$ cat src/rtl/io_input_bank_pkg.sv
`default_nettype none
// ============================================================================
// Module      : io_input_bank_pkg
// Description : Shared constants, types and helpers for the input bank:
//               parameter limits, register-index offsets, field widths.
// Revision    : 1.0 - initial release
// ============================================================================
package io_input_bank_pkg;

  // Legal parameter ranges
  localparam int MIN_PORTS      = 1;
  localparam int MAX_PORTS      = 8;
  localparam int MIN_DATA_W     = 1;
  localparam int MAX_DATA_W     = 32;
  localparam int MAX_DEB_CYCLES = 255;

  // Bus and counter widths
  localparam int REG_W = 32;
  localparam int IDX_W = 6;
  localparam int CNT_W = 8;

  typedef logic [IDX_W-1:0] word_idx_t;

  // Status register sits directly after the data registers
  function automatic word_idx_t status_idx(input int n_ports);
    return word_idx_t'(n_ports);
  endfunction

  // Mask register sits directly after the status register
  function automatic word_idx_t mask_idx(input int n_ports);
    return word_idx_t'(n_ports + 1);
  endfunction

  function automatic bit cfg_ok(input int n_ports, input int data_w, input int deb_cycles);
    return (n_ports >= MIN_PORTS) && (n_ports <= MAX_PORTS) &&
           (data_w >= MIN_DATA_W) && (data_w <= MAX_DATA_W) &&
           (deb_cycles >= 0) && (deb_cycles <= MAX_DEB_CYCLES);
  endfunction

endpackage
`default_nettype wire

$ cat src/rtl/io_input_chan.sv
`default_nettype none
// ============================================================================
// Module      : io_input_chan
// Description : One input channel: 2-flop synchroniser, optional debounce
//               filter and the captured data register. o_change flags the
//               edge on which the data register takes a new value.
// Revision    : 1.0 - initial release
// ============================================================================
module io_input_chan
  import io_input_bank_pkg::*;
#(
  parameter int DATA_W     = 32,
  parameter int DEB_CYCLES = 0
) (
  input  logic              i_clk,
  input  logic              i_rst_n,
  input  logic [DATA_W-1:0] i_in,
  output logic [DATA_W-1:0] o_data,
  output logic              o_change
);

  logic [DATA_W-1:0] r_sync0;
  logic [DATA_W-1:0] r_sync1;
  logic [DATA_W-1:0] r_data;
  logic              w_load;
  logic              w_change;

  // Two-flop synchroniser for the asynchronous input
  always_ff @(posedge i_clk or negedge i_rst_n) begin
    if (!i_rst_n) begin
      r_sync0 <= '0;
      r_sync1 <= '0;
    end else begin
      r_sync0 <= i_in;
      r_sync1 <= r_sync0;
    end
  end

  generate
    if (DEB_CYCLES == 0) begin : g_no_deb
      assign w_load = 1'b1;
    end else begin : g_deb
      localparam logic [CNT_W-1:0] c_DEB_MAX = CNT_W'(DEB_CYCLES);

      logic [DATA_W-1:0] r_prev;
      logic [CNT_W-1:0]  r_cnt;

      // Stability counter: restarts on any change, saturates at the threshold
      always_ff @(posedge i_clk or negedge i_rst_n) begin
        if (!i_rst_n) begin
          r_prev <= '0;
          r_cnt  <= '0;
        end else begin
          r_prev <= r_sync1;
          if (r_sync1 != r_prev) begin
            r_cnt <= '0;
          end else if (r_cnt != c_DEB_MAX) begin
            r_cnt <= r_cnt + CNT_W'(1);
          end
        end
      end

      assign w_load = (r_cnt == c_DEB_MAX) && (r_sync1 == r_prev);
    end
  endgenerate

  // Only a load that alters the value counts as a change
  assign w_change = w_load && (r_sync1 != r_data);

  // Captured data register
  always_ff @(posedge i_clk or negedge i_rst_n) begin
    if (!i_rst_n) begin
      r_data <= '0;
    end else if (w_change) begin
      r_data <= r_sync1;
    end
  end

  assign o_data   = r_data;
  assign o_change = w_change;

endmodule
`default_nettype wire

$ cat src/rtl/io_input_bank.sv
`default_nettype none
// ============================================================================
// Module      : io_input_bank
// Description : Bank of N_PORTS synchronised/debounced input ports with a
//               memory-mapped data/status/mask register file and a level
//               interrupt raised when a masked status bit is set.
// Revision    : 1.0 - initial release
// ============================================================================
module io_input_bank
  import io_input_bank_pkg::*;
#(
  parameter int N_PORTS    = 3,
  parameter int DATA_W     = 32,
  parameter int DEB_CYCLES = 0
) (
  input  logic                      io_clk,
  input  logic                      resetn,
  input  logic [31:0]               addr,
  input  logic                      wr_en,
  input  logic [31:0]               wdata,
  input  logic [N_PORTS*DATA_W-1:0] in_port,
  output logic [31:0]               io_read_data,
  output logic                      irq
);

  localparam word_idx_t c_STATUS_IDX = status_idx(N_PORTS);
  localparam word_idx_t c_MASK_IDX   = mask_idx(N_PORTS);

  generate
    if (!cfg_ok(N_PORTS, DATA_W, DEB_CYCLES)) begin : g_bad_cfg
      $error("io_input_bank: parameter out of legal range");
    end
  endgenerate

  word_idx_t          w_idx;
  logic [DATA_W-1:0]  w_data [N_PORTS];
  logic [N_PORTS-1:0] w_change;
  logic [N_PORTS-1:0] w_clr;
  logic               w_wr_status;
  logic               w_wr_mask;
  logic [REG_W-1:0]   w_rdata;
  logic               w_unused;

  logic [N_PORTS-1:0] r_status;
  logic [N_PORTS-1:0] r_mask;
  logic               r_irq;

  assign w_idx    = addr[7:2];
  assign w_unused = ^{addr[31:8], addr[1:0], wdata[31:N_PORTS]};

  generate
    for (genvar gi = 0; gi < N_PORTS; gi++) begin : g_chan
      io_input_chan #(
        .DATA_W     (DATA_W),
        .DEB_CYCLES (DEB_CYCLES)
      ) u_chan (
        .i_clk    (io_clk),
        .i_rst_n  (resetn),
        .i_in     (in_port[gi*DATA_W +: DATA_W]),
        .o_data   (w_data[gi]),
        .o_change (w_change[gi])
      );
    end
  endgenerate

  assign w_wr_status = wr_en && (w_idx == c_STATUS_IDX);
  assign w_wr_mask   = wr_en && (w_idx == c_MASK_IDX);
  assign w_clr       = w_wr_status ? wdata[N_PORTS-1:0] : '0;

  // Status (W1C, set wins over clear), mask and registered interrupt
  always_ff @(posedge io_clk or negedge resetn) begin
    if (!resetn) begin
      r_status <= '0;
      r_mask   <= '0;
      r_irq    <= 1'b0;
    end else begin
      r_status <= (r_status & ~w_clr) | w_change;
      if (w_wr_mask) begin
        r_mask <= wdata[N_PORTS-1:0];
      end
      r_irq <= |(r_status & r_mask);
    end
  end

  // Zero-wait-state read mux; unmapped indices and unused bits read 0
  always_comb begin
    w_rdata = '0;
    for (int i = 0; i < N_PORTS; i++) begin
      if (w_idx == word_idx_t'(i)) begin
        w_rdata[DATA_W-1:0] = w_data[i];
      end
    end
    if (w_idx == c_STATUS_IDX) begin
      w_rdata[N_PORTS-1:0] = r_status;
    end else if (w_idx == c_MASK_IDX) begin
      w_rdata[N_PORTS-1:0] = r_mask;
    end
  end

  assign io_read_data = w_rdata;
  assign irq          = r_irq;

endmodule
`default_nettype wire

$ cat config.mk
export PLATFORM = sky130hd
export DESIGN_NAME = io_input_bank
export DESIGN_NICKNAME = d
export VERILOG_FILES = /design/src/rtl/io_input_bank_pkg.sv /design/src/rtl/io_input_chan.sv /design/src/rtl/io_input_bank.sv
export SDC_FILE = /design/constraint.sdc
export NUM_CORES = 1
export LEC_CHECK = 0
export ABC_AREA = 1
export CAP_MARGIN = 20
export CORE_ASPECT_RATIO = 1.2
export CORE_MARGIN = 2
export CORE_UTILIZATION = 30
export CTS_BUF_LIST = sky130_fd_sc_hd__clkbuf_16
export DETAILED_ROUTE_END_ITERATION = 7
export HOLD_SLACK_MARGIN = 0.1
export PLACE_DENSITY = 0.54
export SYNTH_ARGS = -nofsm -noshare
export SYNTH_HDL_FRONTEND = slang
export SYNTH_SLANG_ARGS = --single-unit
$ cat constraint.sdc
create_clock -name io_clk -period 2.8 [get_ports io_clk]
set_input_delay 0.7 -clock io_clk [delete_from_list [all_inputs] [get_ports io_clk]]
set_output_delay 0.7 -clock io_clk [all_outputs]
set_load 0.05 [all_outputs]
==> out/qor.yml <==
synthCells: 959
switchingPower_mw: 2.05
area_growth_pct: 33.4
antenna_found_initial: 0
drt_iter0_drc: 216
required_ns: 2.10
drt-vias-per-instance: 3.87
path_buf_inv: 6
rsz0062_at_grt: "no"
cpMostUsedCell: "buf_12"
worstSetupStartpointType: "input port"
fmax_mhz: 367
grt_max_degree: 88
slowest_stage: "dlygate4sd2_1"
power_frac_comb_pct: 6.4
critPathMaxFanout: 8
drive_gt1_share_pct: 13.9
core_mm2: 0.0339
powerDensity_mw_per_mm2: 673
worst_setup_path_end_kind: "output port"
avgSynthCellArea_um2: 10.7
clk_pin_slew_ns: 0.06
path_cells: "dlygate4sd2_1 -> buf_4 -> nor3_4 -> buf_6 -> buf_12 -> buf_12 -> nand2_1 -> nand3_2 -> buf_12"
h-tree-depth: 1
clkSinkCount: 295
timing.hold.ws_ns: 0.342
vias: 5938
worstSkewPairLatency_ns: 0.56
worst_slew_pin_slew_ns: 0.492
diodes: 0
ys_types: 18
hold_viol_final: 0
cts-root-buf: "clkbuf_16"
seq_area_frac_synth_pct: 71.9
netlist.area_leader.share_pct: 71.9
seqPwrFrac_pct: 50.1
grt-ovfl-total: 0
fin_crit_sh_pct: 97.2
setup_ws_ns: 0.0777
power.total_mw: 9.22
gp_congestion: 0.770
die_h_um: 207
ant_nets: 0
dieArea_mm2: 0.0357
clkPwrFrac_pct: 43.5
p_leak_nw: 6.60
portBuffers: 140
cp_slowest_stage_delay_ns: 0.26
finClkSkew_ns: 0.0164
critPathTopFamily: "buffers and inverters"
synth-seq-cells: 295
drc: 0
num_rows: 74
max_cap_violations: 0
slew_headroom_pct: 67.1
synth_top_cell_by_area: "dfrtp_1"
grt_usage_pct: 12.8
ys_top_cells_by_area: "dfrtp_1 (72%), nand2_1 (11%), xnor2_1 (4.1%)"
intPower_mw: 7.17
cp.arrival_ns: 2.02
drt-pass1-iter-count: 4
die_w_um: 173
slew_violations: 0
status: "complete, no violations"
final_util_pct: 40.4
preCtsSetupSlack_ns: -0.203
p_sw_share_pct: 22.2
hold_path_class: "register to register"
setup_viol: 0
ir_drop_mv: 0.376
cts_buffers: 30
grt_pass1_wl_um: 34800
min_period_ns: 2.72
dp_hpwl_um: 15900
wl_per_cell_um: 14.6
nNetsFinal: 1221
cts_buffer_depth: 3
syn-num-nets: 1122
drt-total-wl_um: 22400
yosys_warnings: 0
crit_type: "input port to output port"
cts_tree: "yes"
initial_utilization_pct: 30.3
syn_area_mm2: 0.0103
num_io_pins: 196
grt_pass1_vias: 6249
tns_ns: 0
nFillCells: 3245
==> metal layers <==
metal  GRT usage, %  up-vias  wire length (µm)
li1               -     2964                 -
met1           15.8     2827              9430
met2           22.8      122             11500
met3           2.34       25              1040
met4           4.00        0               456
met5              0        -                 0
==> cells in the final DEF, fill, tap and decap left out <==
master,n
buf_12,43
buf_16,2
buf_4,16
buf_6,1
buf_8,1
bufinv_16,5
clkbuf_16,31
clkbuf_2,3
clkdlybuf4s15_1,2
clkdlybuf4s50_1,101
clkinv_1,6
clkinv_2,5
clkinv_8,1
clkinvlp_4,1
dfrtp_1,295
dlygate4sd2_1,1
dlygate4sd3_1,1
inv_1,112
inv_2,1
nand2_1,305
nand2_2,6
nand2_4,1
nand3_1,15
nand3_2,27
nand4_1,4
nor2_1,38
nor2_2,2
nor2_4,2
nor3_4,1
nor3b_4,1
xnor2_1,48
==> repair_timing <==
action,CTS,global route
hold endpoints to repair,24,0
hold buffers,1,0
buffers inserted,2,1
pin swaps,12,7
gates resized for setup,41,9
gates cloned,2,1
endpoints found under the setup margin,32,30
==> cell usage after synthesis (all sizes together) <==
master,instances
nand2,312
xnor2,48
clkbuf,96
dfrtp,295
nand4,4
nor3,1
nor2,42
nor3b,1
buf,9
inv,109
nand3,42
==> worst paths after layout <==
| kind | depth (start not counted) | slack [ns] | from | end |
|---|---|---|---|---|
| worst max-delay path | 9 | 0.08 | addr[5] | io_read_data[4] |
| worst max register to register | 6 | 1.44 | g_chan[2].u_chan.o_data[22]$_DFFE_PN0P_ | r_status[2]$_DFF_PN0_ |
| max in group asynchronous | 3 | 1.49 | resetn | g_chan[1].u_chan.o_data[29]$_DFFE_PN0P_ |
| worst min register to register | 0 | 0.34 | g_chan[2].u_chan.r_sync0[26]$_DFF_PN0_ | g_chan[2].u_chan.r_sync1[26]$_DFF_PN0_ |
| min in group asynchronous | 2 | 0.59 | resetn | g_chan[1].u_chan.o_data[0]$_DFFE_PN0P_ |
| worst min-delay path | 0 | 0.34 | g_chan[2].u_chan.r_sync0[26]$_DFF_PN0_ | g_chan[2].u_chan.r_sync1[26]$_DFF_PN0_ |
==> metrics by stage <==
step	instances	area [µm²]
2_1_floorplan	959	10300
3_3_place_gp	1475	12500
3_5_place_dp	1475	12500
4_1_cts	1532	13700
5_1_grt	1534	13700
6_report	1534	13700
==> flip-flops by register name, indices dropped and copies added, names as in the netlist <==
name / count
irq: 1
r_mask: 3
g_chan.u_chan.r_sync0: 96
r_status: 3
g_chan.u_chan.r_sync1: 96
g_chan.u_chan.o_data: 96
==> power groups by stage <==
stage | Combinational, mW | Sequential [mW] | Clock (mW)
after floorplan | 0.254 | 4.67 | 0
after global placement | 0.603 | 4.69 | 0
after detailed placement | 0.605 | 4.70 | 0
after CTS | 0.614 | 4.63 | 4.15
after global routing | 0.665 | 4.65 | 4.33
final | 0.593 | 4.62 | 4.01
==> cell type report <==
type                       instances  area [µm²]  share of cell area [%]
inverter                         109         409                    2.99
clock buffer                      30         751                    5.48
multi-input combinational        450        2200                    16.0
timing repair buffer             172        2150                    15.7
tap                              456         571                    4.17
sequential                       295        7380                    53.9
clock inverter                    22         236                    1.73
==> cells by family (layout without fill, tap and decap cells) <==
family | Yosys count | after routing | synth area share, %
and+or+nand+nor | 402 | 402 | 15.9
DFF | 295 | 295 | 71.9
buffers and inverters | 214 | 333 | 8.16
xor gates and xnor gates | 48 | 48 | 4.09
==> worst register-to-register path, cell delays in order (launching register included) <==
cell and delay, ns:
dfrtp_1 0.40, xnor2_1 0.35, nand2_1 0.09, nor2_1 0.12, nand2_1 0.08, nor2_1 0.11, nand3_1 0.10
Note: power is estimated with default switching activity, not from simulation.
